[config.mk]
export PLATFORM = sky130hd
export DESIGN_NAME = triangle_sequencer
export DESIGN_NICKNAME = d
export VERILOG_FILES = /design/src/rtl/triangle_sequencer.sv
export SDC_FILE = /design/constraint.sdc
export NUM_CORES = 1
export LEC_CHECK = 0
export ABC_AREA = 1
export CAP_MARGIN = 20
export CORE_ASPECT_RATIO = 0.75
export CORE_MARGIN = 2
export CORE_UTILIZATION = 59
export DETAILED_ROUTE_END_ITERATION = 8
export HOLD_SLACK_MARGIN = 0.08
export MAX_ROUTING_LAYER = met4
export PLACE_DENSITY = 0.86
export SYNTH_ARGS = -nofsm -noshare
export SYNTH_HDL_FRONTEND = slang
export SYNTH_SLANG_ARGS = --single-unit
[constraint.sdc]
create_clock -name clk -period 3.7 [get_ports clk]
set_clock_uncertainty 0.05 [all_clocks]
set_input_delay 0.74 -clock clk [delete_from_list [all_inputs] [get_ports clk]]
set_output_delay 0.74 -clock clk [all_outputs]
set_load 0.05 [all_outputs]
[src/rtl/triangle_sequencer.sv]
// rtl/triangle_sequencer.sv - frame sequencer keeping three triangles in flight across fetch/vertex/pixel stages
// Optional watchdog on each WAIT phase: define TRI_SEQ_TIMEOUT_EN.
module triangle_sequencer #(
    parameter int MADDR_WIDTH    = 32,
    parameter int VERTEX_STRIDE  = 18,
    parameter int COLOR_STRIDE   = 2,
    parameter int TIMEOUT_CYCLES = 1048576
) (
    input  logic                   clk,
    input  logic                   reset_n,
    input  logic                   frame_start,
    input  logic [31:0]            triangles_count,
    input  logic [MADDR_WIDTH-1:0] base_addr_vertex,
    input  logic [MADDR_WIDTH-1:0] base_addr_color,
    input  logic                   irq_ack,
    input  logic                   fetch_eoc,
    input  logic                   ver_eoc,
    input  logic                   pix_eoc,
    output logic                   fetch_start,
    output logic                   ver_start,
    output logic                   pix_start,
    output logic [MADDR_WIDTH-1:0] fetch_addr_vertex,
    output logic [MADDR_WIDTH-1:0] fetch_addr_color,
    output logic                   advance,
    output logic                   busy,
    output logic                   frame_done,
    output logic [31:0]            triangles_done,
    output logic                   irq,
    output logic                   error
);

    typedef enum logic [1:0] {IDLE, ADVANCE, START, WAIT} state_t;

    state_t                 state;
    logic [31:0]            count;
    logic [31:0]            issued;
    logic [MADDR_WIDTH-1:0] next_vertex;
    logic [MADDR_WIDTH-1:0] next_color;
    logic                   v_f, v_v, v_p;
    logic                   d_f, d_v, d_p;
    logic                   new_v_f;
    logic                   stages_done;
    logic                   timeout_hit;

    assign new_v_f     = (issued < count);
    // Eocs landing in the current WAIT cycle count, so the advance is not delayed by a cycle.
    assign stages_done = (d_f | fetch_eoc | !v_f) &
                         (d_v | ver_eoc   | !v_v) &
                         (d_p | pix_eoc   | !v_p);

`ifdef TRI_SEQ_TIMEOUT_EN
    localparam int WD_W = $clog2(TIMEOUT_CYCLES + 1);

    logic [WD_W-1:0] wd_cnt;

    assign timeout_hit = (state == WAIT) && !stages_done &&
                         (wd_cnt == WD_W'(TIMEOUT_CYCLES - 1));

    always_ff @(posedge clk or negedge reset_n) begin
        if (!reset_n) begin
            wd_cnt <= '0;
            error  <= 1'b0;
        end else begin
            if (state == WAIT)
                wd_cnt <= wd_cnt + 1'b1;
            else
                wd_cnt <= '0;
            if (state == IDLE && frame_start)
                error <= 1'b0;
            else if (timeout_hit)
                error <= 1'b1;
        end
    end
`else
    assign timeout_hit = 1'b0;
    assign error       = 1'b0;
`endif

    always_ff @(posedge clk or negedge reset_n) begin
        if (!reset_n) begin
            state             <= IDLE;
            count             <= '0;
            issued            <= '0;
            next_vertex       <= '0;
            next_color        <= '0;
            v_f               <= 1'b0;
            v_v               <= 1'b0;
            v_p               <= 1'b0;
            d_f               <= 1'b0;
            d_v               <= 1'b0;
            d_p               <= 1'b0;
            fetch_start       <= 1'b0;
            ver_start         <= 1'b0;
            pix_start         <= 1'b0;
            fetch_addr_vertex <= '0;
            fetch_addr_color  <= '0;
            advance           <= 1'b0;
            busy              <= 1'b0;
            frame_done        <= 1'b0;
            triangles_done    <= '0;
            irq               <= 1'b0;
        end else begin
            fetch_start <= 1'b0;
            ver_start   <= 1'b0;
            pix_start   <= 1'b0;
            advance     <= 1'b0;
            frame_done  <= 1'b0;
            // Later set assignments override this, so a same-cycle set wins over ack.
            if (irq_ack)
                irq <= 1'b0;

            case (state)
                IDLE: begin
                    if (frame_start) begin
                        count          <= triangles_count;
                        next_vertex    <= base_addr_vertex;
                        next_color     <= base_addr_color;
                        issued         <= '0;
                        triangles_done <= '0;
                        if (triangles_count == 32'd0) begin
                            frame_done <= 1'b1;
                            irq        <= 1'b1;
                        end else begin
                            busy    <= 1'b1;
                            advance <= 1'b1;
                            state   <= ADVANCE;
                        end
                    end
                end

                ADVANCE: begin
                    v_p <= v_v;
                    v_v <= v_f;
                    v_f <= new_v_f;
                    if (v_p)
                        triangles_done <= triangles_done + 32'd1;
                    if (new_v_f) begin
                        fetch_addr_vertex <= next_vertex;
                        fetch_addr_color  <= next_color;
                        next_vertex       <= next_vertex + MADDR_WIDTH'(VERTEX_STRIDE);
                        next_color        <= next_color + MADDR_WIDTH'(COLOR_STRIDE);
                        issued            <= issued + 32'd1;
                    end
                    if (!new_v_f && !v_f && !v_v) begin
                        frame_done <= 1'b1;
                        irq        <= 1'b1;
                        busy       <= 1'b0;
                        state      <= IDLE;
                    end else begin
                        fetch_start <= new_v_f;
                        ver_start   <= v_f;
                        pix_start   <= v_v;
                        state       <= START;
                    end
                end

                START: begin
                    d_f   <= 1'b0;
                    d_v   <= 1'b0;
                    d_p   <= 1'b0;
                    state <= WAIT;
                end

                WAIT: begin
                    if (timeout_hit) begin
                        v_f   <= 1'b0;
                        v_v   <= 1'b0;
                        v_p   <= 1'b0;
                        irq   <= 1'b1;
                        busy  <= 1'b0;
                        state <= IDLE;
                    end else if (stages_done) begin
                        advance <= 1'b1;
                        state   <= ADVANCE;
                    end else begin
                        d_f <= d_f | (fetch_eoc & v_f);
                        d_v <= d_v | (ver_eoc & v_v);
                        d_p <= d_p | (pix_eoc & v_p);
                    end
                end

                default: state <= IDLE;
            endcase
        end
    end

endmodule
== Word-level counts from Yosys, hierarchy flattened ==
Cells that the tools add are included.
Word-level totals
  word-level logic and storage cells: 112
  register bits: 239
  input port bits: 103
Cells by class
  $add $sub $neg: 4
  eq/ne operators: 10
  reduce and logical (&&, ||, !) cells: 17
  muxes and demuxes: 45
  bitwise logic cells: 14
  $lt $le $gt $ge: 1
Operator list (number)
  $pmux W32 S2: 4
  $mux W32: 7
  $add A32 B1 Y32 const B: 2
  $add A32 B2 Y32 const B: 1
  $add A32 B5 Y32 const B: 1
  $logic_not A32 Y1: 1
  $lt A32 B32 Y1: 1
  $mux W1: 22
  $ne A2 B2 Y1 const B: 7
  $pmux W1 S2: 7
  $or A1 B1 Y1: 9
  $reduce_and A3 Y1: 3
  $mux W2: 4
  $pmux W2 S4: 1
  $reduce_and A2 Y1: 3
  $and A1 B1 Y1: 5
  $eq A2 B2 Y1 const B: 2
  $logic_not A1 Y1: 4
  $reduce_and A4 Y1: 1
  $reduce_bool A2 Y1: 2
  $eq A2 B1 Y1 const B: 1
  $logic_and A1 B1 Y1: 2
  $logic_not A2 Y1: 1

== Depth between registers and ports, before layout ==
Gate-level depths: netlist of run 1.
  depth in word-level cells: 6
  depth in mapped cells: 18

== Worst setup path after synthesis of run 1 ==
Ideal clock, no wire load.
  path kind: register to register
  from: register issued[5]
  to: register fetch_addr_color[21]
  setup time: 0.118 ns
  data arrival time: 2.016 ns
  data required time: 3.532 ns
  stages on the path, launching flop included: 16
  slack: 1.517 ns
  cell sequence: dfrtp_1 ha_1 a21oi_1 nor2_1 nor3_1 nand2_1 nand2_1 nand2_1 nand2_1 nand2_2 nor2_2 inv_2 buf_2 buf_2 nand2_1 nand2_1
On the way
  longest elaborated chain between the ends: 2
RTL lines
  start: declaration: line 36  | logic [31:0] issued;
  start signal: assignment: line 142  | issued <= issued + 32'd1;
  $lt A32 B32 Y1: line 45  | assign new_v_f = (issued < count);
  $reduce_and A2 Y1 (no line)
  end signal: assignment: line 139  | fetch_addr_color <= next_color;
  end: declaration: line 23  | output logic [MADDR_WIDTH-1:0] fetch_addr_color,
Every way passes these cells.
A chain may end at the register's enable or synchronous reset.

== Worst setup path in the final report of run 1 ==
  from: register issued[23]
  to: register issued[26]
On the way
  longest elaborated chain between the ends: 3
  elaborated cells on any way between the ends: 6
RTL lines (line)
  $add A32 B1 Y32 or $lt A32 B32 Y1 (tied branches): 142, 45
  $mux W32 or $ne A2 B2 Y1 (tied branches)
  $pmux W32 S2 or $reduce_and A3 Y1 (tied branches)
Several ways; a longest one is shown, not always the timed one. The select of a mux whose other input is x is not followed.

==> results.txt, run 1 <==
The x dimension of the die came out at 179 microns. Entering global routing, the biggest net connects ~170 pins. For this run, the post-layout net count is 2116. The critical path data required time is 4.00 ns. The final critical-path setup slack came out at about 0.68 ns. The floorplan step defined a die boundary enclosing between 20000 and 25000 sq um. The cell area after placement came out at 16000 sq um.

The setup slack after placement came out at roughly 0.83 ns. The total nets after synthesis came out at 1932. The classification of the worst setup path is flip-flop to flip-flop. The buffer depth of the longest clock path came out at 3. The worst-skew pair later-pin latency came out at 0.53 ns. The total count of hold-check failures in the final report came out at 0. The quantity of gates resized following cts is 0. The wire length on met2 came out at 17200 microns.

The first detailed-routing pass ran for 7 iterations. TritonCTS built the clock tree. The power per standard cell area came out at 760 nW/um^2.

The floorplan row count came out at 48. The via count of the first global-routing pass came out at 12100. The iteration-0 DRC count of the detailed router came out at around 1200.

The detailed-placement wirelength estimate came out at 26300 microns. The initial core utilization is 59.7%. After technology mapping, the gate count stands at 1789. During I/O placement, the number of pins put on the boundary was 207. From synthesis to final layout, the design area changed by 23.4%. The worst setup path is launched from a flip-flop. Counting flops with a built-in enable in the synthesized netlist gives 0. The sequential cell area fraction in the yosys report came out at 43.9%. The placer congestion estimate came out at 0.933. The area fraction of the dominant cell type after synthesis is 43.9%.

STA classifies the critical path endpoint as a flip-flop. Dividing the detail-routed wire length by the instance count gives around 16 microns. The share of async-settable or async-resettable flops after synthesis is 100%.

Yosys mapped the design onto 40 distinct sky130hd cell types. The post-CTS repair timing setup buffer count is 0. Setup violations remaining at the end of the flow were counted as 0.

The path class of the tightest hold or removal check is input pin to async pin. After routing the design area is 16800 sq um. The maximum fanout along the worst path is 168. The total length of routed wires came out at 37000 microns.

The wire length on met1 came out at 16800 microns. The cell leakage power came out at 7.83 nW. The total core area came out at 22800 sq um.

The post-route netlist has ~5% of its cells at a drive strength greater than 1. The root cell of the clock tree is sky130_fd_sc_hd__clkbuf_16. The total of buffers placed on input and output ports is 205. Sorting the synthesized cells by area gives the leading types as sky130_fd_sc_hd__dfrtp_1 (44%), sky130_fd_sc_hd__nand2_1 (14%), sky130_fd_sc_hd__o21ai_0 (6.6%). The overall die height came out at about 140 microns. The detailed router used layers up to and including met4. Summing internal, switching and leakage power gives between 10 and 15 mW. The worst-margin pin slew came out at 0.778 ns. The signal arrival time at the worst endpoint came out at 3.33 ns. Measured against its own limit, the worst slew margin works out to 48.1%. The wire length on met3 is 2390 microns. The final clock period utilization by the worst path is 81.7%. By instance count, the leading cell after synthesis is sky130_fd_sc_hd__nand2_1.

The average instance in the mapped netlist occupies 7.62 sq um. The area of the mapped netlist is roughly 14000 sq um. The shortest period the worst path allows is 3.02 ns. The count of warnings emitted by yosys came out at 0. For this run, the leading register cell type out of synthesis is sky130_fd_sc_hd__dfrtp_1. The clock-pin slew on the worst setup and hold paths came out at 0.07 ns.

The maximum clock frequency is 331 MHz. The flip-flop and latch count after synthesis is 239. The tool flagged a number of max-cap violations equal to 0. The number of max-slew violations in the final report came out at 0. The number of buffers created by CTS came out at 25. The antenna diode count is 0. The total congestion overflow after global routing is 0.

The commonest cells after synthesis are sky130_fd_sc_hd__nand2_1 (519), sky130_fd_sc_hd__dfrtp_1 (239), sky130_fd_sc_hd__inv_1 (208). The first-pass GRT wire length is 60600 microns. The setup TNS came out at 0 ns. The initial antenna violation count came out at 0.

The detail route stage leaves a number of antenna-violating nets equal to 0. Setup repair after global routing left no endpoint under its margin. The maximum VDD drop came out at between 700 and 800 uV. The number of sinks driven by the clock tree is approximately 240. The detailed-route via count came out at 12700. The run finished with clean final reports. The biggest area contributor in the post-synthesis netlist is sky130_fd_sc_hd__dfrtp_1. The detailed-route DRC error count is 0. The count of H-tree levels built during CTS came out at 1. The per-cell via count in the routed design is roughly 5.5.

In the global route stage, overall resource usage came out at 31.1%. For this design, the CTS-stage hold fixing added 0 buffers.
[cells by family (layout without fill, tap and decap cells)]
group                      Yosys count  count (layout)  share of synthesized area [%]
muxes                               41              41                           3.01
other                                1               1                         0.0275
DFF                                239             239                           43.9
xor gates and xnor gates            76              76                           4.89
buffers and inverters              271             473                           7.69
and+or+nand+nor                    886             886                           27.8
adders and majority gates           40              40                           3.67
AOI/OAI and AO/OA                  235             235                           9.04
[report_power, final]
group          switching, mW  total [mW]  internal (mW)
sequential             0.796        4.31           3.51
clock                   1.04        2.62           1.58
combinational           3.96        5.85           1.89
[cell type report]
type | count | area [sq um]
timing repair buffer | 217 | 2200
multi-input combinational | 1279 | 6610
tap | 300 | 375
sequential | 239 | 5980
clock inverter | 4 | 73.8
clock buffer | 41 | 786
fill | 1732 | 6010
inverter | 211 | 795
[routing by layer]
metal  GRT usage, %  vias to the layer above
met5              -                        -
met4           6.41                        0
met3           3.63                       53
met2           49.5                      521
met1           43.5                     5982
li1               -                     6115
[flip-flops by register name (all words and copies together), names as in the netlist]
name               cells
issued                32
d_f                    1
ver_start              1
v_f                    1
count                 32
v_v                    1
busy                   1
irq                    1
state                  2
next_color            32
advance                1
triangles_done        32
fetch_addr_vertex     32
fetch_start            1
next_vertex           32
d_p                    1
fetch_addr_color      32
frame_done             1
d_v                    1
v_p                    1
pix_start              1
[path summary, 6_finish.rpt]
| kind | start | endpoint | slack, ns | cells after the start |
|---|---|---|---|---|
| max in group asynchronous | reset_n | fetch_addr_color[13] | 2.59 | 2 |
| max | issued[23] | issued[26] | 0.68 | 11 |
| max reg2reg | issued[23] | issued[26] | 0.68 | 11 |
| min in group clk | fetch_addr_color[2] | fetch_addr_color[2] | 0.43 | 2 |
| min | reset_n | triangles_done[15] | 0.14 | 1 |
| min reg2reg | fetch_addr_color[2] | fetch_addr_color[2] | 0.43 | 2 |
[stage by stage]
step	utilization [%]	std cells	hold slack, ns
2_1_floorplan	-	1789	0.394
5_1_grt	73.7	2291	0.194
3_3_place_gp	69.9	2246	0.405
6_report	73.7	2291	0.137
4_1_cts	73.7	2291	0.154
3_5_place_dp	69.9	2246	0.415
[critical path, stage by stage (launching register included)]
cell and delay [ns]:
sky130_fd_sc_hd__dfrtp_1 0.44, sky130_fd_sc_hd__ha_1 0.33, sky130_fd_sc_hd__nand2_1 0.07, sky130_fd_sc_hd__nor2_1 0.14, sky130_fd_sc_hd__nand4_1 0.12, sky130_fd_sc_hd__nor2_1 0.23
sky130_fd_sc_hd__nand2_1 0.13, sky130_fd_sc_hd__nand2_2 0.13, sky130_fd_sc_hd__nand2_2 0.31, sky130_fd_sc_hd__nand2_4 0.17, sky130_fd_sc_hd__buf_12 0.48, sky130_fd_sc_hd__o21ai_0 0.22
[placed cells by master, fill, tap and decap left out, drive strengths merged]
| cell | instances |
|---|---|
| mux2i | 41 |
| nand3 | 86 |
| a21boi | 2 |
| nand3b | 4 |
| o21ai | 185 |
| o31ai | 9 |
| or2 | 25 |
| a211oi | 1 |
| clkbuf | 41 |
| o21a | 1 |
| nor2 | 132 |
| a21oi | 32 |
| nor3 | 69 |
| nand4 | 34 |
| ha | 40 |
| dfrtp | 239 |
| xor2 | 60 |
| buf | 13 |
| inv | 212 |
| o211ai | 1 |
| a31oi | 4 |
| or3 | 1 |
| nand2 | 525 |
| conb | 1 |
| clkdlybuf4s50 | 204 |
| bufinv | 2 |
| nor3b | 4 |
| nor4 | 6 |
| xnor2 | 16 |
| clkinv | 1 |
Power figures use the tool's default switching activity.
==> run 2: changes to the inputs <==
--- a/config.mk
+++ b/config.mk
@@ -9,11 +9,11 @@
 export CAP_MARGIN = 20
 export CORE_ASPECT_RATIO = 0.75
 export CORE_MARGIN = 2
-export CORE_UTILIZATION = 59
+export CORE_UTILIZATION = 55
 export DETAILED_ROUTE_END_ITERATION = 8
 export HOLD_SLACK_MARGIN = 0.08
 export MAX_ROUTING_LAYER = met4
-export PLACE_DENSITY = 0.86
+export PLACE_DENSITY = 0.81
 export SYNTH_ARGS = -nofsm -noshare
 export SYNTH_HDL_FRONTEND = slang
 export SYNTH_SLANG_ARGS = --single-unit
==> constraint.sdc (replaced) <==
create_clock -name clk -period 3.1 [get_ports clk]
set_clock_uncertainty 0.05 [all_clocks]
set_input_delay 0.62 -clock clk [delete_from_list [all_inputs] [get_ports clk]]
set_output_delay 0.62 -clock clk [all_outputs]
set_load 0.05 [all_outputs]
==> run 2 against run 1 <==
Effect of this change:
- clock power rose by 22%
- register-to-register slack got worse by 0.34 ns
- combinational power is 19% higher
- maximum frequency up 9.4%
- sequential cell count unchanged
- final area grew 0.71%
- first-iteration DRC count shrank 18%
- global-route usage decreased by 1.8 points
- sequential share of layout area is 0.25 points lower
- sequential power is 19% higher
- via count fell by 0.40%
==> results.txt, run 2 (synthesized netlist as in run 1, its figures left out) <==
STA classifies the critical path endpoint as a flip-flop. The global routing usage on met3 is between 3 and 4%. Setup repair after global routing left no endpoint under its margin. The met1 routing resource usage after global routing came out at 42.9%.

Of the cells placed in the final design, the portion with a size suffix greater than 1 is 5.54%. The min-delay analysis places its worst path in the category flip-flop to flip-flop. The iteration-0 DRC count of the detailed router is 1016. After filler insertion, the fill cell instance count of the layout stands at 2020.

The worst slew margin relative to its limit is 45.7%. The cell leakage power is just under 8 nW. The floorplan row count came out at 49.

The buffer and inverter count on the worst path is 1. The per-cell via count in the routed design is 5.40. The final design area excluding fillers came out at 16900 sq um. The setup TNS came out at 0 ns.

The met2 track utilization from global routing came out at 44.0%. The root buffer cell chosen for the clock tree is sky130_fd_sc_hd__clkbuf_16. The first TritonRoute pass finished after 6 iterations. The non-filler instance count after layout is 2335. The total of buffers placed on input and output ports is 205.

The max capacitance violation total is 0. The power per standard cell area is 904 nW/um^2. The count of H-tree levels built during CTS is 1. The setup slack after placement came out at 0.383 ns.

The minimum setup slack among reg-to-reg paths is between 0.3 and 0.4 ns. The post-CTS repair timing setup buffer count came out at 0. The first-pass GRT wire length came out at 60400 microns. The most frequent standard cell in the layout excluding fill and tap cells is sky130_fd_sc_hd__nand2_1. The final clock period utilization by the worst path is 89.2%. The worst setup path is of the flip-flop to flip-flop kind.

The detailed-route DRC error count is 0. Data arrives at the worst endpoint at 3.09 ns. Once detail routing completed, the nets flagged for antenna violations numbered 0.

STA classifies the critical path startpoint as a flip-flop. The overall die height is 140 microns. The total congestion overflow after global routing is 0.

The placed instances occupy a cell area of roughly 16000 sq um. The die covers 26100 sq um. The final critical-path setup slack is between 0.3 and 0.4 ns. The global routing stage identified its most utilized layer as met2. Routability-driven placement finished with a final weighted congestion of 0.964.

In this run the horizontal extent of the chip is 186 microns. The clock tree from TritonCTS is built. After clock tree synthesis, the clock-pin slew on the worst setup and hold paths is 0.06 ns. The number of max-slew violations in the final report was 0.

The initial antenna violation count is 1. The detailed-route via count is 12600. Once the clock tree was built, the resizer swapped 0 gates to a different size. The critical path data required time is 3.42 ns.

Compared with the post-synthesis result, the final layout area differs by 24.3%. The total core area came out at around 24000 sq um. In this run, placement finished with an instance count of between 2000 and 2500. CTS saw ~240 sinks. On the critical path, the stage with the largest delay is an instance of sky130_fd_sc_hd__buf_4. Clock tree synthesis inserted a total of 26 buffers. Walking the worst path, the cells encountered are ha_1 -> nand2_1 -> nor2_1 -> nand4_1 -> nor2_1 -> nand2_1 -> nand2_2 -> nand2_2 -> nand2_4 -> buf_4 -> o21ai_0. The kind of cell adding the most delay to the critical path is simple AND/OR/NAND/NOR gates. The detailed-placement wirelength estimate is 26800 microns. The maximum fanout along the worst path came out at 93.

The initial core utilization is a little under three fifths. The run finished with clean final reports. The maximum VDD drop came out at around 700 uV. The worst-margin pin slew is 0.815 ns. The largest net degree at the start of global routing came out at 94. Wires add up to 37100 microns. The maximum clock frequency came out at 362 MHz. At the end of the flow the core is filled with cells to a little over two thirds. The number of buffers added to fix hold violations after cts came out at 1. In the global route stage, overall resource usage came out at 29.3%.

The top-level I/O count is 207. The shortest period the worst path allows came out at 2.76 ns. The clock passes through at most 3 buffers. The net count of the finished layout is about 2100. After detailed routing, the average wire length per cell comes to 15.9 microns. In the layout the commonest cells are sky130_fd_sc_hd__nand2_1 (519), sky130_fd_sc_hd__dfrtp_1 (239), sky130_fd_sc_hd__inv_1 (208).

The worst-skew pair later-pin latency came out at ~0.53 ns. The biggest cell delay along the critical path is 0.64 ns. The via count of the first global-routing pass came out at 11900. The total count of hold-check failures in the final report came out at 0. The final setup violation count is 0.
[run 2: per-layer routing]
metal | part of all wire [%] | vias to the layer above
met4 | 1.7 | 0
met3 | 7.2 | 47
li1 | - | 6139
met5 | 0 | -
met2 | 45 | 481
met1 | 46 | 5953
[run 2: layout make-up]
type / instances / area [sq um] / share of cell area, %
well taps: 331 / 414 / 2.45
multi-input cells: 1279 / 6610 / 39.0
diodes: 1 / 2.50 / 0.0148
inverters: 211 / 795 / 4.69
clock buffers: 40 / 795 / 4.69
flip-flops and latches: 239 / 5980 / 35.3
clock inverters: 7 / 91.3 / 0.539
repair buffers: 227 / 2250 / 13.3
[run 2: through the flow]
step                hold WS [ns]  power, mW
floorplan                  0.274       9.88
CTS                        0.423       15.3
global placement           0.405       11.8
finish                     0.419       15.3
detailed placement         0.408       12.1
global route               0.452       16.3
[run 2: final timing paths]
kind | startpoint | to | cells past startpoint
max in group asynchronous | reset_n | issued[25] | 3
worst max register to register | issued[23] | next_color[25] | 11
worst max-delay path | issued[23] | next_color[25] | 11
worst min register to register | fetch_addr_vertex[28] | fetch_addr_vertex[28] | 2
min in group asynchronous | reset_n | triangles_done[10] | 2
worst min-delay path | fetch_addr_vertex[28] | fetch_addr_vertex[28] | 2
[run 2: power breakdown]
part / internal, mW / switching (mW) / leakage (nW)
clock: 1.92 / 1.27 / 0.434
sequential: 4.19 / 0.940 / 3.10
combinational: 2.26 / 4.72 / 4.34
total: 8.38 / 6.93 / 7.88
[run 2: worst min-delay path: stages, from the launching register on]
cell,delay [ns]
sky130_fd_sc_hd__dfrtp_1,0.34
sky130_fd_sc_hd__nand2_1,0.05
sky130_fd_sc_hd__nand2_1,0.05
==> run 3: changes to the inputs <==
--- a/config.mk
+++ b/config.mk
@@ -14,6 +14,8 @@
 export HOLD_SLACK_MARGIN = 0.08
 export MAX_ROUTING_LAYER = met4
 export PLACE_DENSITY = 0.81
+export REMOVE_ABC_BUFFERS = 1
+export SLEW_MARGIN = 25
 export SYNTH_ARGS = -nofsm -noshare
 export SYNTH_HDL_FRONTEND = slang
 export SYNTH_SLANG_ARGS = --single-unit
==> run 3 against run 2 <==
Effect of this change:
- register-to-register slack got worse by 0.03 ns
- count of clock-buffer cells in the layout rose by 1
- core utilization decreased by 0.27 points
- largest power group unchanged
==> results.txt, run 3 (synthesized netlist as in run 1, its figures left out) <==
The maximum VDD drop came out at roughly 750 uV. The worst hold path cell count is 2. The max capacitance violation total came out at 0. The cell area after placement is 16000 sq um. Across the whole layout, storage elements account for roughly 6000 sq um.

The total track usage came out at 30.3%. Once the floorplan was initialized, standard cells occupied 56.4% of the core. The core region is 24200 sq um. The length in cells of the worst reg-to-reg path is 11. The clock-pin slew on the worst setup and hold paths is 0.06 ns. Leaving out fill and tap cells, the most frequent cell in the layout is sky130_fd_sc_hd__nand2_1. ~210 I/O pins were placed. The quantity of gates resized following cts came out at 0.

The critical path is of the flip-flop to flip-flop type. The cell leakage power came out at 7.84 nW. The number of sinks driven by the clock tree came out at 239. The average routed wire per standard cell came out at 16.0 microns. The count of H-tree levels built during CTS is 1.

The type of destination of the critical path is a flip-flop. The via count of the first global-routing pass is 11900. The die area came out at ~26000 sq um. The worst-margin pin slew came out at 0.766 ns.

The count of buffers added on input and output ports is 205. The largest net degree at the start of global routing is 109. The worst-skew pair later-pin latency is 0.52 ns. The floorplan has 49 rows.

The worst register-to-register path has a setup slack of 0.30 ns. The count of filler cells inserted in the layout is between 2000 and 2500. The startpoint of the lowest-slack register-to-register path is issued[30].

In the layout the commonest cells are sky130_fd_sc_hd__nand2_1 (519), sky130_fd_sc_hd__dfrtp_1 (239), sky130_fd_sc_hd__inv_1 (208). The worst slew margin relative to its limit is 49.0%. In this run the worst path has a maximum fanout of 78. The number of buffers added to fix hold violations after cts came out at 1.

The final setup violation count is 0. The maximum clock frequency came out at 357 MHz. The initial antenna violation count is 3. In this run the critical register-to-register path is captured at next_color[23].

The placer congestion estimate came out at 0.947. The setup slack after placement came out at 0.384 ns. The worst setup path is launched from a flip-flop.

For hold timing, the worst endpoint is fetch_addr_vertex[24]. The total count of hold-check failures in the final report is 0. In the routed design, unresolved DRC markers number 0.

The routed layout has 12500 vias. The detailed-placement wirelength estimate came out at about 27000 microns. The total length of routed wires came out at 37400 microns.

The x dimension of the die is ~190 microns. The iteration-0 DRC count of the detailed router is 1089. The first-pass GRT wire length came out at roughly 62000 microns. The number of buffers created by CTS came out at 25.

The area growth from synthesis to layout came out at 23.8%. The total instance count after detailed placement came out at 2282. For this run the aggregate overflow at the end of global routing stands at 0. After the flow finishes, the layout carries non-filler instances totaling approximately 2300. On the final layout, the worst hold slack is 0.423 ns. The final critical-path setup slack is 0.302 ns. The final design area excluding fillers is between 15000 and 20000 sq um. The hold path startpoint is fetch_addr_vertex[24]. Setup repair after global routing left no endpoint under its margin.

TritonCTS built the clock tree. The post-CTS repair timing setup buffer count is 0. For this design the ratio of total power to cell area is 899 nW/um^2. CTS placed an instance of sky130_fd_sc_hd__clkbuf_16 at the clock tree root. The multi-input logic area came out at 6610 sq um. The number of iterations in the first detailed-routing pass is 6.

The min-delay analysis places its worst path in the category flip-flop to flip-flop. After detailed routing, the number of vias per cell comes to 5.37. Setup total negative slack on the finished layout was measured at 0 ns. The floorplan step set the die height to about 140 microns.

The shortest period the worst path allows came out at approximately 2.8 ns. Once detail routing completed, the nets flagged for antenna violations numbered 0. The count of nets after finishing is 2122. The run finished with clean final reports. The number of max-slew violations in the final report is 0.

STA puts the critical path data required time at 3.41 ns. The buffer depth of the longest clock path is 3. The share of final-layout standard cells stronger than drive strength 1 is 5.21%. In the finished design, the share of the clock period the worst path needs comes to 90.2%. At the worst endpoint, the arrival time is 3.10 ns.
run 3: worst max path at each step:
| stage | from | cells past startpoint | end |
|---|---|---|---|
| after floorplan | state[1] | 6 | issued[10] |
| after global placement | issued[20] | 11 | issued[31] |
| after detailed placement | issued[30] | 11 | issued[27] |
| after CTS | issued[30] | 11 | next_color[23] |
| after global routing | issued[23] | 11 | issued[31] |
| final | issued[30] | 11 | next_color[23] |
run 3: worst max-delay path, cell delays in order (launching register included):
cell and delay [ns]:
sky130_fd_sc_hd__dfrtp_1 0.43, sky130_fd_sc_hd__ha_1 0.30, sky130_fd_sc_hd__nand2_1 0.07, sky130_fd_sc_hd__nor2_1 0.18, sky130_fd_sc_hd__nand2_1 0.11, sky130_fd_sc_hd__nor2_1 0.25
sky130_fd_sc_hd__nand2_1 0.10, sky130_fd_sc_hd__nand2_2 0.14, sky130_fd_sc_hd__nand2_2 0.09, sky130_fd_sc_hd__nand2_4 0.06, sky130_fd_sc_hd__buf_4 0.54, sky130_fd_sc_hd__o21ai_0 0.22
run 3: area by class of cell:
cell class / count / share of cell area [%]
inverter: 211 / 4.71
multi-input combinational: 1279 / 39.2
sequential: 239 / 35.5
antenna: 3 / 0.0445
timing repair buffer: 223 / 13.2
tap: 331 / 2.46
clock inverter: 2 / 0.223
clock buffer: 41 / 4.72
run 3: per-layer routing:
layer	share of wire (%)	up-vias	GRT usage, %
met4	2.1	0	6.22
met1	48	5880	45.9
met5	0	-	-
met3	7.8	50	4.99
li1	-	6134	-
met2	42	441	42.9
run 3: power by group:
part	internal, mW	switching [mW]	leakage (nW)
clock network	1.82	1.23	0.407
logic	2.25	4.70	4.33
registers	4.19	0.971	3.10
run 3: per-stage QoR:
stage               util (%)  power, mW
global route            69.8       16.2
detailed placement      66.3       12.1
CTS                     69.8       15.2
floorplan                  -       9.65
global placement        66.3       11.9
finish                  69.8       15.2
